==> config.mk <==
export PLATFORM = sky130hd
export DESIGN_NAME = instr_fetch
export DESIGN_NICKNAME = d
export VERILOG_FILES = /design/src/rtl/instr_fetch_pkg.sv /design/src/rtl/instr_fetch_pc_reg.sv /design/src/rtl/instr_fetch.sv
export SDC_FILE = /design/constraint.sdc
export NUM_CORES = 1
export LEC_CHECK = 0
export CAP_MARGIN = 10
export CORE_UTILIZATION = 35
export DETAILED_ROUTE_END_ITERATION = 16
export PLACE_DENSITY = 0.74
export SYNTH_ARGS = -nofsm -noshare
export SYNTH_HDL_FRONTEND = slang
export SYNTH_SLANG_ARGS = --single-unit
==> constraint.sdc <==
create_clock -name clk -period 4.6 [get_ports clk]
set_input_delay 0.46 -clock clk [delete_from_list [all_inputs] [get_ports clk]]
set_output_delay 0.46 -clock clk [all_outputs]
set_load 0.02 [all_outputs]
==> src/rtl/instr_fetch_pkg.sv <==
// Shared types and constants for the instruction-fetch stage and its PC register.
package instr_fetch_pkg;

    typedef enum logic [1:0] {
        FETCH = 2'd0,
        HOLD  = 2'd1,
        FLUSH = 2'd2
    } fetch_state_t;

    localparam int unsigned WORD_BYTES       = 4;
    localparam logic [31:0] DEFAULT_RESET_PC = 32'h0000_0000;
    localparam logic [31:0] DEFAULT_NOP_WORD = 32'h0000_0000;

    // Instructions are word aligned; redirect targets drop their byte offset.
    function automatic logic [31:0] align_word(input logic [31:0] addr);
        return addr & ~32'h0000_0003;
    endfunction

endpackage

==> src/rtl/instr_fetch_pc_reg.sv <==
// Fetch program counter: synchronous reset, redirect load, and +4 advance.
module instr_fetch_pc_reg
    import instr_fetch_pkg::*;
#(
    parameter logic [31:0] RESET_PC = DEFAULT_RESET_PC
) (
    input  logic        clk,
    input  logic        reset,
    input  logic        load,
    input  logic [31:0] load_value,
    input  logic        inc,
    output logic [31:0] pc
);

    // Load wins over increment so a redirect is never lost to a same-cycle capture.
    always_ff @(posedge clk) begin
        if (reset) begin
            pc <= RESET_PC;
        end else if (load) begin
            pc <= align_word(load_value);
        end else if (inc) begin
            pc <= pc + 32'(WORD_BYTES);
        end
    end

endmodule

==> src/rtl/instr_fetch.sv <==
// Instruction-fetch stage: owns the PC, runs the imem req/ack handshake, and
// keeps one registered instruction slot for the field splitter.
module instr_fetch
    import instr_fetch_pkg::*;
#(
    parameter logic [31:0] RESET_PC = DEFAULT_RESET_PC,
    parameter logic [31:0] NOP_WORD = DEFAULT_NOP_WORD
) (
    input  logic        clk,
    input  logic        reset,
    input  logic        stall,
    input  logic        redirect_valid,
    input  logic [31:0] redirect_target,
    output logic        imem_req,
    output logic [31:0] imem_addr,
    input  logic [31:0] imem_rdata,
    input  logic        imem_ack,
    output logic [31:0] instruction,
    output logic [31:0] instr_pc,
    output logic [31:0] instr_pc_plus4,
    output logic        instr_valid
);

    fetch_state_t state;
    fetch_state_t state_nxt;
    logic [31:0]  pc;
    logic [31:0]  hold_addr;
    logic         slot_space;
    logic         capture;
    logic         consume;

    instr_fetch_pc_reg #(
        .RESET_PC (RESET_PC)
    ) u_pc_reg (
        .clk        (clk),
        .reset      (reset),
        .load       (redirect_valid),
        .load_value (redirect_target),
        .inc        (capture),
        .pc         (pc)
    );

    assign imem_req  = (state != HOLD);
    assign imem_addr = (state == FLUSH) ? hold_addr : pc;

    always_comb begin
        slot_space = !instr_valid || !stall;
        consume    = instr_valid && !stall;
        capture    = (state == FETCH) && imem_ack && slot_space && !redirect_valid;
    end

    // An ack that meets a full, stalled slot is dropped without advancing the PC,
    // so that word is simply fetched again once the slot drains.
    always_comb begin
        state_nxt = state;
        unique case (state)
            FETCH: begin
                if (redirect_valid) begin
                    state_nxt = imem_ack ? FETCH : FLUSH;
                end else if (imem_ack && stall) begin
                    state_nxt = HOLD;
                end
            end
            HOLD: begin
                if (redirect_valid || !stall) begin
                    state_nxt = FETCH;
                end
            end
            FLUSH: begin
                if (imem_ack) begin
                    state_nxt = FETCH;
                end
            end
            default: state_nxt = FETCH;
        endcase
    end

    always_ff @(posedge clk) begin
        if (reset) begin
            state <= FETCH;
        end else begin
            state <= state_nxt;
        end
    end

    // The abandoned request keeps its address on the bus until memory acks it.
    always_ff @(posedge clk) begin
        if (state == FETCH && redirect_valid && !imem_ack) begin
            hold_addr <= pc;
        end
    end

    // Output slot
    always_ff @(posedge clk) begin
        if (reset) begin
            instr_valid    <= 1'b0;
            instruction    <= NOP_WORD;
            instr_pc       <= 32'h0000_0000;
            instr_pc_plus4 <= 32'(WORD_BYTES);
        end else if (redirect_valid) begin
            instr_valid    <= 1'b0;
            instruction    <= NOP_WORD;
        end else if (capture) begin
            instr_valid    <= 1'b1;
            instruction    <= imem_rdata;
            instr_pc       <= pc;
            instr_pc_plus4 <= pc + 32'(WORD_BYTES);
        end else if (consume) begin
            instr_valid    <= 1'b0;
            instruction    <= NOP_WORD;
        end
    end

endmodule

### Word-level counts from Yosys, hierarchy flattened

Cells that the tools add are included.

* register bits after elaboration: 163

* add/sub/neg operators: 1
* equality and inequality tests: 6
* muxes and demuxes: 13
* bitwise gates (word level): 1
* reduce and logical (&&, ||, !) cells: 19

Operators by type and width (number)
* 32-bit two-way mux: 5
* 32-bit by 3-bit adder with 32-bit output (second input constant): 1
* 2-bit two-way mux: 5
* 1-bit logical AND: 7
* 2-bit case mux with 3 select lines: 1
* 1-bit logical NOT: 4
* 2-bit inequality test (second input constant): 2
* 2-bit nonzero test: 2
* 3-bit inequality test (second input constant): 1
* 3-bit AND reduction: 1
* 2-bit by 1-bit equality test with 1-bit output (second input constant): 1
* 2-bit equality test (second input constant): 1
* 2-bit logical NOT: 1
* 1-bit logical OR: 2
* 1-bit two-way mux: 2
* 2-bit by 1-bit inequality test with 1-bit output (second input constant): 1
* 2-bit AND reduction: 1
* 2-bit OR reduction: 1
* 1-bit inverter: 1

### Logic depth before layout (Yosys ltp)

* depth in word-level cells: 6
* gate-level depth with buffers: 7

### Cells and area by module

A second synthesis with hierarchy kept.

* cells, all modules: 786
* area total of the unflattened synthesis: 7213.2 um^2

Modules (own cells, without submodules)
* instr_fetch: instances 1, cells an instance 535, area an instance 5283.8 um^2, sequential area each 2902.8 um^2
* instr_fetch_pc_reg: instances 1, cells an instance 251, area an instance 1929.4 um^2, sequential area each 600.6 um^2

### Least setup slack after synthesis

No wires, ideal clock.

* path kind: input -> register
* from: in redirect_valid
* to: reg hold_addr[10] (enable)
* library setup time: 0.493 ns
* arrival: 4.160 ns
* setup slack: -0.052 ns
* cell stages on the path: 5
* buffers on the path: 3
* path through: clkbuf_1 inv_1 clkbuf_1 buf_1 nor4_1

* word-level cells in the longest chain between the ends: 2

Ends and longest elaborated chain
* from (decl): line instr_fetch.sv:12 `input logic redirect_valid,`
* 1-bit logical AND (2 in series): line instr_fetch.sv:88 `if (state == FETCH && redirect_valid && !imem_ack) begin`
* to (signal assigned): line instr_fetch.sv:89 `hold_addr <= pc;`
* to (decl): line instr_fetch.sv:27 `logic [31:0] hold_addr;`

Every way passes these cells.
A chain may end at the register's enable or synchronous reset.

### Final worst setup path

* from: reg state[1]
* to: out imem_addr[3]

* word-level cells in the longest chain between the ends: 2

Ends and longest elaborated chain
* from (decl): line instr_fetch.sv:24 `fetch_state_t state;`
* from (signal assigned): line instr_fetch.sv:82 `state <= state_nxt;`
* 2-bit equality test: line instr_fetch.sv:44 `assign imem_addr = (state == FLUSH) ? hold_addr : pc;`
* 32-bit two-way mux: line instr_fetch.sv:44
* to (decl): line instr_fetch.sv:15 `output logic [31:0] imem_addr,`

Every way passes these cells.

==> summary.md <==
| Metric | Value |
|---|---|
| Leading cell type in the layout, fill and taps excluded | `clkdlybuf4s50_1` |
| Worst-case reg-to-reg path depth | `5` |
| Class of the worst hold path | `reg -> reg` |
| Power density relative to cell area | `about 360 nW/µm²` |
| Worst hold-check slack | `about 0.45 ns` |
| Total core area | `19,500 µm²` |
| Pint | `around 2.5 mW` |
| Worst endpoint required time | `~4.1 ns` |
| Crit-path max FO | `25` |
| Seq pwr share | `44.1%` |
| Worst Skew | `about 0.012 ns` |
| Proportion of total power due to net switching | `27.0%` |
| Worst-path clk slew | `0.06 ns` |
| Area share of the largest cell type after synthesis | `36.0%` |
| Sort of element at the end of the critical path | `output port` |
| Final slew viol count | `0` |
| Highest routing layer actually used | `met4` |
| Total Nets Final | `roughly 980` |
| Longest Clk Path Bufs | `2` |
| Reg-to-reg startpoint | `u_pc_reg.pc[2]$_SDFFE_PP0P_` |
| Via count of the first global-routing pass | `6,051` |
| Starting DRC count in detailed routing | `roughly 470` |
| Placed standard-cell area | `roughly 9000 µm²` |
| Number of buffers created by CTS | `17` |
| Number of antenna violations at the first check in global routing | `0` |
| Data arrival time of the critical path | `about 3 ns` |
| Origin of the worst setup path | `state[1]$_SDFFE_PP0P_` |
| Mean number of vias per cell | `5.43` |
| Setup repair after global routing missed its margin | `false` |
| Yosys warning count | `0` |
| Final wirelength | `around 22,000 µm` |
| Switching Power | `~940 µW` |
| Die Y | `~140 µm` |
| Ant diodes | `0` |
| Count of antenna-violating nets left after detailed routing | `0` |
| Type of origin of the critical path | `flop` |
| Root buffer selected by CTS | `clkbuf_16` |
| Die Area | `a little over 20,000 µm²` |
| Outcome | `finished, final reports clean` |
| Netlist area before placement | `6940 µm²` |
| Final Critical Period | `3.44 ns` |
| Seq/Total Area, Yosys | `between 40% and 50%` |
| Commonest cells after routing, fill and taps aside | `clkdlybuf4s50_1 (189), dfxtp_1 (125), nor2_1 (93)` |
| Number of iterations in the first detailed-routing pass | `7` |
| Die span in x | `about 140 µm` |
| Share of power burned in the clock network | `42.1%` |
| R2R setup slack | `~1.9 ns` |
| Number of enable-type register cells in the synthesized netlist | `30` |
| Maximum VDD drop | `0.250 mV` |
| Pre-CTS setup slack | `~1.4 ns` |
| Post-CTS Hold Fix Bufs | `0` |
| Area Overhead vs Synth | `37.8%` |
| Cell count after placement | `approximately 1.2k` |
| Power Total | `roughly 3.5 mW` |
| Slew at the pin closest to its max-slew limit | `about 1.1 ns` |
| Total track usage | `21.4%` |
| Later-pin clock latency in the skew report | `0.43 ns` |
| Worst Setup EP | `imem_addr[3]` |
| Fraction of registers with async set/reset | `0%` |
| Leakage power summed over all cells | `between 3 and 4 nW` |
| Total negative slack | `0 ns` |
| Share of the cycle needed by the critical path after routing | `between 70% and 80%` |
| TritonCTS clock tree | `built` |
| CTS sink count | `155` |
| Cell area after layout | `between 9000 and 10,000 µm²` |
| Maximum clock frequency | `between 200 and 300 MHz` |
| Estimated wirelength of the detail-placed design | `~15,000 µm` |
| Number of fill cells in the layout | `1,838` |
| Per-instance average area after synthesis | `9.11 µm²` |
| Detailed route wirelength on metal2 | `between 9000 and 10,000 µm` |
| Maximum number of pins on one net before global-route repair | `67` |
| Worst slew slack as a fraction of its limit | `between 20% and 30%` |
| Maximum Capacitance Violations | `0` |
| Count of port buffers added during placement | `190` |
| Worst setup path category | `reg -> out` |
| Number of synthesized register bits | `about 160` |
| Top_reg_cell synth | `dfxtp_1` |
| Starting density of the core | `between 30% and 40%` |
| Cell taking the most area after synthesis | `dfxtp_1` |
| Level count of the clock H-tree | `4` |
| Fraction of layout instances using a drive strength above 1 | `about 9.2%` |
| Synthesized instance count | `762` |
| Count of non-filler cells in the finished layout | `approximately 1.2k` |
| Routed length per placed instance | `approximately 18 µm` |
| Remaining global-route overflow | `0` |
| Number of vias after detailed routing | `6,451` |
| GP Congestion | `between 0.8 and 0.9` |
| Detail Route met3 WL | `2130 µm` |
| Endpoints failing setup | `0` |
| Core Rows | `just over 50` |
| Io pins | `about 200` |
| Postcts setup bufs | `0` |
| Routed metal-1 wire length | `between 8000 and 9000 µm` |
| Main area contributors after synthesis | `dfxtp_1 (36%), edfxtp_1 (13%), nor2_1 (5.0%)` |
| Post-layout worst setup margin | `roughly 1.2 ns` |
| Endpoints failing hold | `0` |
| Count of different cell masters after synthesis | `54` |
| Wire length of the first global-routing pass | `roughly 33,000 µm` |
| Core utilization of the finished layout | `between 40% and 50%` |
| Power share of the combinational group | `~14%` |
| Worst flop-to-flop path endpoint | `u_pc_reg.pc[28]$_SDFFE_PP0P_` |
| Post-CTS Resized | `0` |
| Number of remaining DRC errors | `0` |
-- synthesized netlist by cell type, drive strengths merged (17+ instances only) --
cell type,count
nand2,84
nand4,20
mux2,25
buf,30
a21oi,35
or3,22
nor2,93
o21ai,27
a211oi,25
nand3,17
edfxtp,30
dfxtp,125
a311oi,27
clkbuf,48
a22oi,32
-- worst max-delay path, stage by stage (launching register included) --
cell and delay, ns:
dfxtp_1 0.53, nor2b_2 0.64, buf_4 0.43, mux2_2 0.38, clkdlybuf4s50_1 0.54
-- routing by layer --
layer  track usage (%)  up-vias
li1                  -     3084
met2              33.2      296
met3              7.71       41
met4              9.79        0
met1              26.6     3030
met5                 0        -
-- state kept, by name (all words and copies together) (netlist names) --
register        count
instr_valid         1
instr_pc_plus4     30
hold_addr          30
instruction        32
state               2
instr_pc           30
u_pc_reg.pc        30
-- cell families after synthesis --
kind of cell	Yosys count	synth area share (%)
AND/OR/NAND/NOR	299	21.3
flip-flops	155	49.0
multiplexers	25	4.05
AO/OA/AOI/OAI	173	17.4
XOR/XNOR	19	2.40
adder cells (fa/ha/maj)	1	0.180
buffers and inverters	89	5.62
other	1	0.0540
-- power groups by stage --
| stage | clock [mW] | sequential [mW] | combinational [mW] |
|---|---|---|---|
| final | 1.46 | 1.53 | 0.478 |
| after global routing | 1.54 | 1.54 | 0.515 |
| after detailed placement | 0 | 1.56 | 0.478 |
| after floorplan | 0 | 1.55 | 0.253 |
| after CTS | 1.49 | 1.53 | 0.481 |
| after global placement | 0 | 1.56 | 0.474 |
-- worst min-delay path by stage --
stage / start / end / slack [ns] / cells past startpoint
CTS: instr_pc[18]$_SDFFE_PP0P_ / instr_pc[18]$_SDFFE_PP0P_ / 0.46 / 2
global route: instr_pc[16]$_SDFFE_PP0P_ / instr_pc[16]$_SDFFE_PP0P_ / 0.48 / 2
global placement: instr_pc[18]$_SDFFE_PP0P_ / instr_pc[18]$_SDFFE_PP0P_ / 0.44 / 2
floorplan: u_pc_reg.pc[10]$_SDFFE_PP0P_ / hold_addr[10]$_DFFE_PP_ / 0.40 / 0
finish: instr_pc[18]$_SDFFE_PP0P_ / instr_pc[18]$_SDFFE_PP0P_ / 0.45 / 2
detailed placement: instr_pc[14]$_SDFFE_PP0P_ / instr_pc[14]$_SDFFE_PP0P_ / 0.45 / 2
-- final cells by class --
cell class	count	area, µm²	area share [%]
clock buffers	19	464	4.85
clock inverters	13	154	1.61
inverters	11	41.3	0.431
multi-input cells	523	3200	33.4
flip-flops and latches	155	3400	35.6
well taps	265	332	3.46
repair buffers	201	1980	20.7
No activity file was read; power rests on OpenSTA's default activity.
